File: config.mk
export PLATFORM = sky130hd
export DESIGN_NAME = instr_fetch
export DESIGN_NICKNAME = d
export VERILOG_FILES = /design/src/rtl/instr_fetch.sv
export SDC_FILE = /design/constraint.sdc
export NUM_CORES = 1
export LEC_CHECK = 0
export CORE_MARGIN = 3
export CORE_UTILIZATION = 27
export CTS_BUF_LIST = sky130_fd_sc_hd__clkbuf_4 sky130_fd_sc_hd__clkbuf_8 sky130_fd_sc_hd__clkbuf_16
export DETAILED_ROUTE_END_ITERATION = 10
export GPL_TIMING_DRIVEN = 0
export MAX_ROUTING_LAYER = met4
export PLACE_DENSITY_LB_ADDON = 0.05
export SLEW_MARGIN = 40
export SYNTH_ARGS = -nofsm -noshare
export SYNTH_HDL_FRONTEND = slang
export SYNTH_SLANG_ARGS = --single-unit
export TNS_END_PERCENT = 100
File: constraint.sdc
create_clock -name clk -period 3.55 [get_ports clk]
set_clock_uncertainty 0.1 [all_clocks]
set_input_delay 0.355 -clock clk [delete_from_list [all_inputs] [get_ports clk]]
set_output_delay 0.355 -clock clk [all_outputs]
set_load 0.1 [all_outputs]
File: src/rtl/instr_fetch.sv
// rtl/instr_fetch.sv - fetch stage: PC, single-outstanding imem req/ack, 2-entry instruction buffer
module instr_fetch #(
  parameter logic [31:0] RESET_PC = 32'h0000_0000,
  parameter int          DEPTH    = 2
) (
  input  logic        clk,
  input  logic        rst,
  output logic        imem_req,
  output logic [31:0] imem_addr,
  input  logic        imem_ack,
  input  logic [31:0] imem_rdata,
  input  logic        redirect_en,
  input  logic [31:0] redirect_pc,
  input  logic        stall,
  output logic [31:0] instr,
  output logic [31:0] instr_pc,
  output logic        instr_valid
);

  typedef enum logic [1:0] {IDLE, BUSY, DRAIN} state_t;

  state_t      state_q, state_d;
  logic [31:0] pc_q, pc_d;
  logic [31:0] hold_q, hold_d;
  logic [1:0]  count_q, count_d;
  logic [31:0] head_instr_q, head_instr_d, head_pc_q, head_pc_d;
  logic [31:0] tail_instr_q, tail_instr_d, tail_pc_q, tail_pc_d;

  logic        pop, push, flush, slot_free;
  logic [1:0]  cnt_after_pop, cnt_after_push;
  logic [31:0] target;

  assign pop            = (count_q != 2'd0) && !stall;
  assign cnt_after_pop  = count_q - {1'b0, pop};
  assign cnt_after_push = count_q + 2'd1 - {1'b0, pop};
  assign slot_free      = cnt_after_pop < 2'(DEPTH);
  assign target         = redirect_pc & ~32'h3;

  assign imem_req    = (state_q != IDLE);
  assign imem_addr   = (state_q == DRAIN) ? hold_q : pc_q;
  assign instr       = head_instr_q;
  assign instr_pc    = head_pc_q;
  assign instr_valid = (count_q != 2'd0);

  always_comb begin
    state_d = state_q;
    pc_d    = pc_q;
    hold_d  = hold_q;
    flush   = 1'b0;
    push    = 1'b0;
    case (state_q)
      IDLE: begin
        if (redirect_en) begin
          pc_d  = target;
          flush = 1'b1;
        end else if (slot_free) begin
          state_d = BUSY;
        end
      end
      BUSY: begin
        if (redirect_en) begin
          pc_d  = target;
          flush = 1'b1;
          // Without an ack the old request is still owed; keep presenting its address.
          if (!imem_ack) begin
            hold_d  = pc_q;
            state_d = DRAIN;
          end
        end else if (imem_ack) begin
          push = 1'b1;
          pc_d = pc_q + 32'd4;
          if (cnt_after_push >= 2'(DEPTH)) state_d = IDLE;
        end
      end
      DRAIN: begin
        if (redirect_en) begin
          pc_d  = target;
          flush = 1'b1;
        end
        if (imem_ack) state_d = BUSY;
      end
      default: state_d = IDLE;
    endcase
  end

  always_comb begin
    count_d      = count_q;
    head_instr_d = head_instr_q;
    head_pc_d    = head_pc_q;
    tail_instr_d = tail_instr_q;
    tail_pc_d    = tail_pc_q;
    if (flush) begin
      count_d = 2'd0;
    end else if (push && pop) begin
      if (count_q == 2'd1) begin
        head_instr_d = imem_rdata;
        head_pc_d    = pc_q;
      end else begin
        head_instr_d = tail_instr_q;
        head_pc_d    = tail_pc_q;
        tail_instr_d = imem_rdata;
        tail_pc_d    = pc_q;
      end
    end else if (push) begin
      if (count_q == 2'd0) begin
        head_instr_d = imem_rdata;
        head_pc_d    = pc_q;
      end else begin
        tail_instr_d = imem_rdata;
        tail_pc_d    = pc_q;
      end
      count_d = count_q + 2'd1;
    end else if (pop) begin
      head_instr_d = tail_instr_q;
      head_pc_d    = tail_pc_q;
      count_d      = count_q - 2'd1;
    end
  end

  always_ff @(posedge clk) begin
    if (rst) begin
      state_q      <= IDLE;
      pc_q         <= RESET_PC;
      hold_q       <= 32'd0;
      count_q      <= 2'd0;
      head_instr_q <= 32'd0;
      head_pc_q    <= 32'd0;
      tail_instr_q <= 32'd0;
      tail_pc_q    <= 32'd0;
    end else begin
      state_q      <= state_d;
      pc_q         <= pc_d;
      hold_q       <= hold_d;
      count_q      <= count_d;
      head_instr_q <= head_instr_d;
      head_pc_q    <= head_pc_d;
      tail_instr_q <= tail_instr_d;
      tail_pc_q    <= tail_pc_d;
    end
  end

endmodule

==> metrics.md <==
| Metric | Value |
|---|---|
| VDD IR max | `340 uV` |
| Clk network pwr share | `35.6%` |
| Dominant cells by area after synthesis | `dfxtp_1 44%, nand2_1 9.7%, mux2i_1 7.9%` |
| Cells after synthesis | `1046` |
| DR iter-0 viols | `475` |
| Fraction of registers with async set/reset | `0%` |
| Post-DR vias/cell | `4.89` |
| Leakage Power | `4.27 nW` |
| Crit Path Class | `reg2out` |
| CTS Buffer Depth | `2` |
| Status | `finished clean` |
| Wire per inst | `19.5 um` |
| Max Cap Viol | `0` |
| TritonCTS Sinks | `188` |
| First drt pass iteration count | `4` |
| Initial Utilization | `27.8%` |
| Top-area cell type share of the netlist area | `43.6%` |
| Clock Tree Root | `clkbuf_16` |
| Number of setup violations in the final report | `0` |
| Fin nets | `1302` |
| Largest net degree at the start of global routing | `20` |
| Most frequent cells in the layout | `222 x nand2_1, 188 x dfxtp_1, 123 x buf_2` |
| Leading area contributor after synthesis | `dfxtp_1` |
| I/O pin count | `167` |
| First-pass GRT wire length | `48.4 mm` |
| Yosys warns | `0` |
| Min-delay src | `hold_q[2]` |
| Cell-internal power | `3.42 mW` |
| Grt ovf | `0` |
| Comb pwr share | `23.0%` |
| PD cells | `499 nW/um^2` |
| Residual DRC | `0` |
| Cell total after placement | `1606` |
| Layout cell share with drive strength beyond 1 | `16.6%` |
| Worst Path Max Fanout | `7` |
| F_max | `301 MHz` |
| Hold-fix buffers, CTS | `0` |
| Synthesized area | `8630 sq um` |
| Die Ht | `185 um` |
| R2r setup slk | `260 ps` |
| Critical Path RT | `3090 ps` |
| Gpl congestion | `0.881` |
| Die X-Extent | `185 um` |
| Final Hold Fails | `0` |
| Post-route minimum period | `3320 ps` |
| Reg2Reg Depth | `10` |
| Post_cts resized | `0` |
| Period utilisation layout | `93.6%` |
| Post-DP Area | `10300 sq um` |
| Area growth from synthesis to layout | `26.0%` |
| Sequential-to-total area share from yosys stat | `43.6%` |
| Gr usage total | `19.2%` |
| Post-Layout Cell Count | `1638` |
| CTS tree | `done` |
| Final Cell Area | `10900 sq um` |
| Final HPWL DP | `23.1 mm` |
| Remaining antenna violation count | `0` |
| Worst setup endpoint | `imem_addr[23]` |
| Placeable Area | `31100 sq um` |
| Worst EP arrival | `2870 ps` |
| Htree depth | `4` |
| Top FF cell, synth | `dfxtp_1` |
| Slew Limit Headroom | `41.0%` |
| Seq cells post-synth | `188` |
| Post-synth EDFFs | `0` |
| RSZ-0062 raised after global routing | `no` |
| Switch share | `36.9%` |
| Worst Setup SP | `state_q[1]` |
| Num CTS Buffers | `17` |
| Register share of total power | `41.4%` |
| Num rows | `64` |
| Clk slew on worst S/H paths | `80 ps` |
| Ant. Diodes | `0` |
| Die area | `34100 sq um` |
| Setup tns final | `0 ps` |
| Setup crit end kind | `primary output` |
| Switching pwr | `2.00 mW` |
| Hold Slack | `353 ps` |
| Hold crit path type | `reg2reg` |
| Vias in the first global route | `7792` |
| Filler cells | `3320` |
| Final WL | `32.0 mm` |
| Commonest non-fill, non-tap cell in the layout | `nand2_1` |
| Number of port buffers | `160` |
| Critical Path Source Type | `register` |
| RR Startpoint | `state_q[0]` |
| Setup repair bufs after CTS | `0` |
| Max Slew Vio Count | `0` |
| R2r endpoint | `tail_pc_q[26]` |
| Clock Latency Late Sink | `440 ps` |
| Syn Area/Cell | `8.25 sq um` |
| Worst Tran Pin Value | `885 ps` |
| Initial antenna violation count | `0` |
| Via count | `8003` |
| Count of different cell masters after synthesis | `61` |
area by class of cell:
| type | instances | area [sq um] | share of cell area [%] |
|---|---|---|---|
| well taps | 396 | 495 | 4.56 |
| multi-input cells | 748 | 4410 | 40.6 |
| plain buffers | 105 | 452 | 4.15 |
| clock inverters | 14 | 145 | 1.33 |
| repair buffers | 161 | 1140 | 10.5 |
| inverters | 8 | 30.0 | 0.276 |
| flip-flops and latches | 188 | 3760 | 34.6 |
| clock buffers | 18 | 433 | 3.98 |
through the flow:
stage          util (%)  total power, mW  worst slack, ps
5_1_grt            35.0             5.63             34.3
4_1_cts            35.0             5.49             30.1
3_3_place_gp       34.6             3.62             -300
3_5_place_dp       33.1             3.55            -94.8
2_1_floorplan         -             3.21             18.1
6_report           35.0             5.43              226
cell usage after synthesis, drive strengths merged, types with 8 or more instances:
master,number
mux2,30
o21ai,16
a211oi,69
dfxtp,188
inv,8
nor2,89
a21oi,110
mux2i,68
nand4,11
nand2,223
buf,34
nand3,18
nor3,12
clkbuf,71
critical path: stages (launching register included):
cell and delay (ps):
dfxtp_1 310, clkbuf_1 290, nor2b_1 170, clkbuf_1 400, clkbuf_1 370, buf_6 210, mux2_2 360, buf_2 300
state kept, by name (all words and copies together), names as in the netlist:
signal / count
tail_instr_q: 32
instr: 32
instr_pc: 30
tail_pc_q: 30
hold_q: 30
state_q: 2
count_q: 2
pc_q: 30
worst min-delay path by stage:
stage	end	slack, ps	cells after the start
floorplan	hold_q[10]	330	2
global placement	hold_q[7]	340	2
detailed placement	hold_q[28]	340	2
CTS	hold_q[28]	360	2
global route	hold_q[28]	370	2
finish	hold_q[2]	350	2
per-layer routing:
layer	global-route usage [%]	vias to the layer above	wire length, um
met4	4.68	0	469
met1	26.9	3757	15800
li1	-	4012	-
met5	-	-	0
met2	29.2	210	14200
met3	2.61	24	1570
power groups by stage:
stage	clock network [mW]	logic [mW]	registers, mW
2_1_floorplan	0	0.606	2.60
3_3_place_gp	0	1.32	2.30
3_5_place_dp	0	1.25	2.30
4_1_cts	1.99	1.26	2.25
5_1_grt	2.06	1.31	2.26
6_report	1.93	1.25	2.25
cells by family after synthesis:
| family | count (synthesis) | share of synthesized area, % |
|---|---|---|
| adders and majority gates | 4 | 0.580 |
| and+or+nand+nor | 395 | 20.1 |
| buffers and inverters | 113 | 5.55 |
| DFF | 188 | 43.6 |
| other | 1 | 0.0435 |
| muxes | 98 | 11.8 |
| xor gates and xnor gates | 4 | 0.406 |
| AOI/OAI and AO/OA | 243 | 17.9 |
Note: power is estimated with default switching activity, not from simulation.
